===== config.mk =====
export PLATFORM = sky130hd
export DESIGN_NAME = johnson_counter_param
export DESIGN_NICKNAME = d
export VERILOG_FILES = /design/src/rtl/johnson_counter_param.sv
export SDC_FILE = /design/constraint.sdc
export NUM_CORES = 1
export LEC_CHECK = 0
export CORE_AREA = 2 2 45 47
export CTS_BUF_LIST = sky130_fd_sc_hd__clkbuf_8
export DETAILED_ROUTE_END_ITERATION = 10
export DIE_AREA = 0 0 47 49
export HOLD_SLACK_MARGIN = 0.12
export PLACE_DENSITY = 0.69
export SETUP_SLACK_MARGIN = 0.05
export SLEW_MARGIN = 20
export SYNTH_ARGS = -nofsm -noshare
export SYNTH_HDL_FRONTEND = slang
export SYNTH_SLANG_ARGS = --single-unit

===== constraint.sdc =====
create_clock -name clk -period 4.15 [get_ports clk]
set_input_delay 0.83 -clock clk [delete_from_list [all_inputs] [get_ports clk]]
set_output_delay 0.83 -clock clk [all_outputs]
set_load 0.02 [all_outputs]

===== src/rtl/johnson_counter_param.sv =====
// Parametrised Johnson (twisted-ring) counter with up/down, enable,
// validated parallel load, registered phase index and wrap pulse.
module johnson_counter_param #(
  parameter int WIDTH = 4,
  localparam int PW = $clog2(2*WIDTH)
) (
  input  logic             clk,
  input  logic             rst,
  input  logic             en,
  input  logic             dir,
  input  logic             load,
  input  logic [WIDTH-1:0] load_val,
  output logic [WIDTH-1:0] q,
  output logic [PW-1:0]    phase,
  output logic             wrap,
  output logic             load_err
);

  localparam logic [PW-1:0] LAST = PW'(2*WIDTH-1);
  localparam logic [PW-1:0] MID  = PW'(WIDTH);

  logic [WIDTH-2:0] bnd;
  logic [PW:0]      ones;
  logic             legal;
  logic [PW-1:0]    lv_phase;

  logic [WIDTH-1:0] q_nxt;
  logic [PW-1:0]    phase_nxt;
  logic             wrap_nxt;
  logic             err_nxt;

  // Legal codes have at most one boundary between adjacent bits.
  always_comb begin
    bnd   = load_val[WIDTH-1:1] ^ load_val[WIDTH-2:0];
    legal = (bnd & (bnd - 1'b1)) == '0;
    ones  = '0;
    for (int i = 0; i < WIDTH; i++)
      ones = ones + (PW+1)'(load_val[i]);
    if (load_val[0])
      lv_phase = PW'(ones);
    else if (ones == '0)
      lv_phase = '0;
    else
      lv_phase = PW'((PW+1)'(2*WIDTH) - ones);
  end

  always_comb begin
    q_nxt     = q;
    phase_nxt = phase;
    wrap_nxt  = 1'b0;
    err_nxt   = 1'b0;
    if (load) begin
      if (legal) begin
        q_nxt     = load_val;
        phase_nxt = lv_phase;
      end else begin
        err_nxt = 1'b1;
      end
    end else if (en) begin
      if (dir) begin
        q_nxt     = {~q[0], q[WIDTH-1:1]};
        phase_nxt = (phase == '0) ? LAST : phase - 1'b1;
      end else begin
        q_nxt     = {q[WIDTH-2:0], ~q[WIDTH-1]};
        phase_nxt = (phase == LAST) ? '0 : phase + 1'b1;
      end
      wrap_nxt = (q_nxt == '0);
    end
  end

  always_ff @(posedge clk or posedge rst) begin
    if (rst) begin
      q        <= '1;
      phase    <= MID;
      wrap     <= 1'b0;
      load_err <= 1'b0;
    end else begin
      q        <= q_nxt;
      phase    <= phase_nxt;
      wrap     <= wrap_nxt;
      load_err <= err_nxt;
    end
  end

endmodule


==> metrics, run 1 <==
initial antenna violation count 0; R2R Path End phase[2]$_DFFE_PP1P_; Synth Flop Type dfstp_2; clk slew on worst S/H paths 0.04 ns; FMAX 0.311 GHz; ratio of cells with drive above 1 in the final layout 15.5%; Synth async-reset ratio 100%; post-synthesis instance area 761 sq um; Synth Instances 79; Hold Fails Final Rpt 0; number of flops mapped to enable cells by yosys 0; Fin Setup TNS 0 ns; Layout Nets 116; First DRT Iteration DRCs 10; Root Buffer clkbuf_8; placer's final routability congestion estimate 0.734; Congestion Overflow GR 0; footprint of the multi-input gates ~480 sq um; hold-fix buffers at CTS 0; Endpoint, Worst Hold phase[1]$_DFFE_PP0P_; worst-case reg-to-reg path depth 6; Die H slightly below 50 microns; Psw 173 uW; Final period util 77.4%; Syn. warnings 0; largest net degree at the start of global routing 18; top cells by count, synth 10 x inv_1, 8 x ha_1, 6 x mux2i_1, 6 x nand2_1, 6 x nor2_1; vias per inst between 4 and 5; vias in the first global route 646; drt drc 0; Crit Path Max Fanout 4; switching fraction of total power approximately 36%; register area share after synthesis 30.4%; crit path capture type flip-flop; overall routed net length ~1400 microns; most common cell in the synthesized netlist inv_1; CP max-delay cell clkdlybuf4s50_1; Synth top area share 17.3%; Final Critical Period 3.21 ns; sequential share of power 31.9%; die width 47 microns; area leader, netlist dfstp_2; CTS tree built; Synth area leaders dfstp_2 17%, dfrtp_1 13%, ha_1 13%; hold path start phase[1]$_DFFE_PP0P_; FF+latch area 231 sq um; Rel. slew slack 66.2%; Pint 307 uW; status finished, final reports clean; Synthesized Nets 97; Setup Crit Path Kind input port to flip-flop; CP required 4.31 ns; distinct cell type count after synthesis 29; family with the most delay on the worst path adder cells; Routed WL per cell 11.6 microns; port bufs 17; CTS Sinks 9; Logic pwr share roughly 48%; Finished Layout Cells 124; pwr/cell area roughly 480 nW/um^2; Max Buffers Root-to-Sink 2; Tot GR Track Use 15.7%; # resized after CTS 0; crit path launch type input port; H-tree level count 1; clock skew 0.000262 ns; post-detail-place hpwl 1120 microns; Antenna Nets Post-Route 0; RSZ-0062 raised after global routing no; Area Overhead vs Synth 30.9%; DRT Pass-1 Iters 4; syn_area_per_cell 9.63 sq um; Final setup viols 0; worst path bufs/invs 4; clock network fraction of design power 20.3%; Max VDD drop 0.181 mV; Pwr Total 480 uW; Die ar. 2300 sq um; n_diodes 0; CP Cell Sequence clkdlybuf4s50_1 > inv_1 > fa_1 > inv_1 > ha_1 > ha_1 > inv_1 > ha_1 > nor2_1 > xnor2_1 > a21oi_1 > mux2_4; max-slew violation count 0; Worst Max-Slew Pin Slew 0.506 ns; post-CTS setup repair buffer count 0; IO Pins 18; total CTS buffers 3; placed cell count 120; leakage 0.000469 uW; r2r setup slk 2.38 ns; max-cap viol count 0; num rows 16; max incr delay on CP around 0.55 ns; Core Box Area 1840 sq um; R2R Path Start phase[0]$_DFFE_PP0P_; HP Class flip-flop to flip-flop; Vias 596; first-pass GRT wire length approximately 2700 microns; Critical Path AT 3.37 ns; flops & latches, synth 9; fillers 177; Hold Path Depth 2; Clock Latency Late Sink approximately 0.23 ns; Starting Density between 40% and 50%
-- per-stage QoR --
stage          hold slack (ns)  area (sq um)  setup slack [ns]  util (%)
3_5_place_dp             0.606           951             0.698      51.6
2_1_floorplan            0.615           761              1.43         -
6_report                 0.617           996             0.937      54.1
5_1_grt                  0.655           996             0.753      54.1
4_1_cts                  0.615           996             0.926      54.1
3_3_place_gp             0.601           951             0.712      51.6
-- cell type report --
class	count	share of cell area (%)
multi-input combinational	57	48.0
sequential	9	23.2
timing repair buffer	17	17.1
clock buffer	3	4.15
inverter	10	3.77
tap	27	3.39
clock inverter	1	0.377
-- worst register-to-register path, delay by kind of cell (launching register included) --
family / cells / cell delay [ns]
DFF: 1 / 0.41
AOI/OAI and AO/OA: 2 / 0.35
and+or+nand+nor: 1 / 0.34
muxes: 1 / 0.27
adders and majority gates: 1 / 0.22
buffers and inverters: 1 / 0.10
-- registers in the layout, summed over array words and instances, names as in the netlist --
signal	cells
load_err	1
wrap	1
q	4
phase	3
-- power by group through the flow --
stage	clock, uW	sequential (uW)	combinational [uW]
3_3_place_gp	0	153	223
6_report	97.6	153	230
4_1_cts	98.5	153	232
5_1_grt	106	158	261
2_1_floorplan	0	177	121
3_5_place_dp	0	153	230
-- per-layer routing --
layer / vias up / track usage, % / share of wire [%]
met3: 2 / 1.48 / 1.7
li1: 301 / - / -
met2: 8 / 25.1 / 50
met4: 0 / 7.87 / 1.0
met5: - / 0 / 0
met1: 285 / 20.1 / 47
-- placed cells by master (no fill, tap or decap), drive strengths merged --
cell type / count
clkdlybuf4s50: 17
inv: 11
ha: 8
nor2: 7
nand2: 6
mux2i: 6
mux2: 5
dfstp: 5
o21ai: 4
dfrtp: 4
nand2b: 3
a21oi: 3
clkbuf: 3
a21boi: 2
and2: 1
o32ai: 1
nor4: 1
o21bai: 1
o2bb2ai: 1
nor3b: 1
o31ai: 1
a211oi: 1
xnor2: 1
or3: 1
nor2b: 1
a311oi: 1
fa: 1
-- how the worst max path moves through the flow --
stage	start	end	depth (start not counted)
2_1_floorplan	load_val[0]	phase[2]$_DFFE_PP1P_	11
3_3_place_gp	load_val[0]	phase[2]$_DFFE_PP1P_	12
3_5_place_dp	load_val[0]	phase[2]$_DFFE_PP1P_	12
4_1_cts	load_val[0]	phase[2]$_DFFE_PP1P_	12
5_1_grt	load_val[0]	phase[1]$_DFFE_PP0P_	12
6_report	load_val[0]	phase[2]$_DFFE_PP1P_	12
-- cell families (layout without fill, tap and decap cells) --
| kind of cell | Yosys count | count (layout) | share of synthesized area [%] |
|---|---|---|---|
| AO/OA/AOI/OAI | 15 | 15 | 14.0 |
| XOR/XNOR | 1 | 1 | 1.15 |
| adder cells (fa/ha/maj) | 9 | 9 | 15.8 |
| buffers and inverters | 13 | 31 | 6.74 |
| flip-flops | 9 | 9 | 30.4 |
| multiplexers | 11 | 11 | 17.8 |
| AND/OR/NAND/NOR | 21 | 21 | 14.1 |
(Power assumes the default switching activity.)
==> inputs of run 2 (changes only) <==
Settings changed: PLACE_DENSITY 0.69 to 0.72.
Clock period 4.15 ns to 2.8 ns, I/O delays scaled along.
==> run 2 against run 1 <==
Non-clock buffer count increased by 5. Via count is 7.2% higher. Clock-buffer cell count did not move. Sequential cell count unchanged. Global-route usage is 0.36 points higher. Power is 52% higher. Clock skew is 0.0089 ns higher. Die area stayed put. Register-to-register slack worse by 1.3 ns. Final cell count grew 4.0%. Worst setup slack lost 0.69 ns. Critical path type unchanged. Largest power group unchanged. Highest routed layer unchanged.
==> metrics, run 2 (synthesis results as in run 1) <==
status finished, final reports clean; Max VDD drop 0.280 mV (+54%); DRT Pass-1 Iters 4 (unchanged); M2 GR Usage 24.4% (-0.68 points); HP Class input port to async pin; Final period util 91.3%; Pwr Total 728 uW (+52%); Fin Setup TNS 0 ns (unchanged); leakage 0.000495 uW (+5.5%); max reg flops 4 (unchanged); met3 Use GR 2.22% (+0.74 points); num rows 16 (unchanged); commonest non-fill, non-tap cell in the layout clkdlybuf4s50_1; Final Critical Period between 2 and 3 ns; Largest regs q x4, phase x3; Antenna Nets Post-Route 0 (unchanged); ratio of cells with drive above 1 in the final layout 21.6% (+6.1 points); Setup Crit Path Kind input port to flip-flop; worst path bufs/invs 4 (unchanged); R2R Path Start phase[0]$_DFFE_PP0P_; Hold Fails Final Rpt 0 (unchanged); crit path capture type flip-flop; FMAX about 0.4 GHz; post-CTS setup repair buffer count 0 (unchanged); CTS Sinks 9 (unchanged); max-cap viol count 0 (unchanged); max incr delay on CP 0.51 ns (-0.04 ns); Tot GR Track Use 16.0% (+0.36 points); RSZ-0062 raised after global routing no; max-slew violation count 0 (unchanged); Final Core Density 56.0% (+1.9 points); family with the most delay on the worst path adder cells; met1 Usage GRT 22.0% (+1.9 points); Crit Path Max Fanout 4 (unchanged); Clock Latency Late Sink 0.24 ns (about the same); CP Cell Sequence dlygate4sd2_1 > inv_1 > fa_1 > inv_1 > ha_1 > ha_1 > inv_1 > ha_1 > nor2_1 > xnor2_1 > a21oi_1 > mux2_4; drt drc 0 (unchanged); overall routed net length 1510 microns (+5.6%); placer's final routability congestion estimate 0.796 (+8.5%); CP max-delay cell fa_1; most flop-heavy register q; total CTS buffers 3 (unchanged); Area Overhead vs Synth 35.5%; Root Buffer clkbuf_8; Congestion Overflow GR 0 (unchanged); Final setup viols 0 (unchanged); Finished Cell Area 1030 sq um (+3.5%); clock skew 0.00914 ns (+0.00888 ns); post-detail-place hpwl 1200 microns (+7.2%); Critical Path AT 2.72 ns (-0.65 ns); largest net degree at the start of global routing 13 (-5); Max Buffers Root-to-Sink 2 (unchanged); busiest layer in global routing met2; CP required 2.97 ns (-1.34 ns); Worst Max-Slew Pin Slew 0.433 ns (-0.0725 ns); port bufs 17 (unchanged); Post-Place Setup Slack -0.286 ns (-0.985 ns); n_diodes 0 (unchanged); vias in the first global route 621 (-3.9%); Core Box Area 1840 sq um (unchanged); IO Pins 18 (unchanged); Routed WL per cell 11.7 microns (+1.5%); CTS tree built; initial antenna violation count 0 (unchanged); die width 47 microns (unchanged); Die H 49 microns (unchanged); crit path launch type input port; Post-DP Area 988 sq um (+3.9%); Starting Density 41.3% (unchanged); Die ar. 2300 sq um (unchanged); first-pass GRT wire length 2680 microns (-1.5%); vias per inst 4.95 (+3.1%); pwr/cell area 706 nW/um^2 (+46%); Worst Setup SP load_val[1]; Rel. slew slack 71.0% (+4.9 points); slack of the critical path 0.243 ns (-0.694 ns); H-tree level count 1 (unchanged); clk slew on worst S/H paths 0.05 ns (about the same); most frequent cells in the layout 14 x clkdlybuf4s50_1, 9 x inv_1, 8 x ha_1; Layout Nets 121 (+4.3%); First DRT Iteration DRCs 8 (-2); Vias 639 (+7.2%)
[run 2: cell types whose count changed in the layout (fill, tap and decap cells not counted)]
cell | previous run | this run
buf_4 | 0 | 5
dlygate4sd2_1 | 0 | 3
clkinv_2 | 0 | 1
inv_2 | 0 | 1
inv_1 | 11 | 9
clkdlybuf4s50_1 | 17 | 14
[run 2: cell type report]
cell class	count	area, sq um
clock buffer	3	41.3
clock inverter	1	5.00
fill	179	811
inverter	10	37.5
multi-input combinational	57	478
sequential	9	231
tap	27	33.8
timing repair buffer	22	204
[run 2: what timing repair did]
action                     in CTS  in global routing
setup endpoints to repair       2                  0
hold buffers                    0                  0
gates resized for setup         4                  0
[run 2: report_power, final]
part / total [uW] / switching, uW / internal [uW]
clock: 156 / 58.7 / 97.6
combinational: 347 / 163 / 184
sequential: 224 / 43.5 / 181
[run 2: stage by stage]
| step | hold WS, ns | cells |
|---|---|---|
| 5_1_grt | 0.655 | 129 |
| 2_1_floorplan | 0.384 | 79 |
| 3_3_place_gp | 0.590 | 125 |
| 3_5_place_dp | 0.609 | 125 |
| 6_report | 0.585 | 129 |
| 4_1_cts | 0.605 | 129 |
[run 2: final timing paths]
kind | end | slack [ns] | depth (start not counted)
worst max-delay path | phase[2]$_DFFE_PP1P_ | 0.24 | 12
worst min-delay path | phase[1]$_DFFE_PP0P_ | 0.58 | 2
worst max register to register | phase[2]$_DFFE_PP1P_ | 1.04 | 6
worst min register to register | phase[1]$_DFFE_PP0P_ | 0.61 | 2
max in group asynchronous | q[2]$_DFFE_PP1P_ | 1.90 | 2
min in group clk | phase[1]$_DFFE_PP0P_ | 0.61 | 2
[run 2: worst reg2reg max path, delay by kind of cell (launching register included)]
family / cells / cell delay (ns)
flip-flops: 1 / 0.42
AND/OR/NAND/NOR: 1 / 0.34
AO/OA/AOI/OAI: 2 / 0.34
multiplexers: 1 / 0.27
adder cells (fa/ha/maj): 1 / 0.21
buffers and inverters: 1 / 0.10
[run 2: metal layers]
| metal | vias to the layer above | wire length [microns] |
|---|---|---|
| met4 | 0 | 39 |
| li1 | 312 | - |
| met2 | 19 | 677 |
| met5 | - | 0 |
| met3 | 5 | 70 |
| met1 | 303 | 726 |
==> inputs of run 3 (changes only) <==
Settings changed: CAP_MARGIN from default to 20.
==> results of run 3 <==
Same layout as run 2: the final DEF is identical, and so are final timing and power.
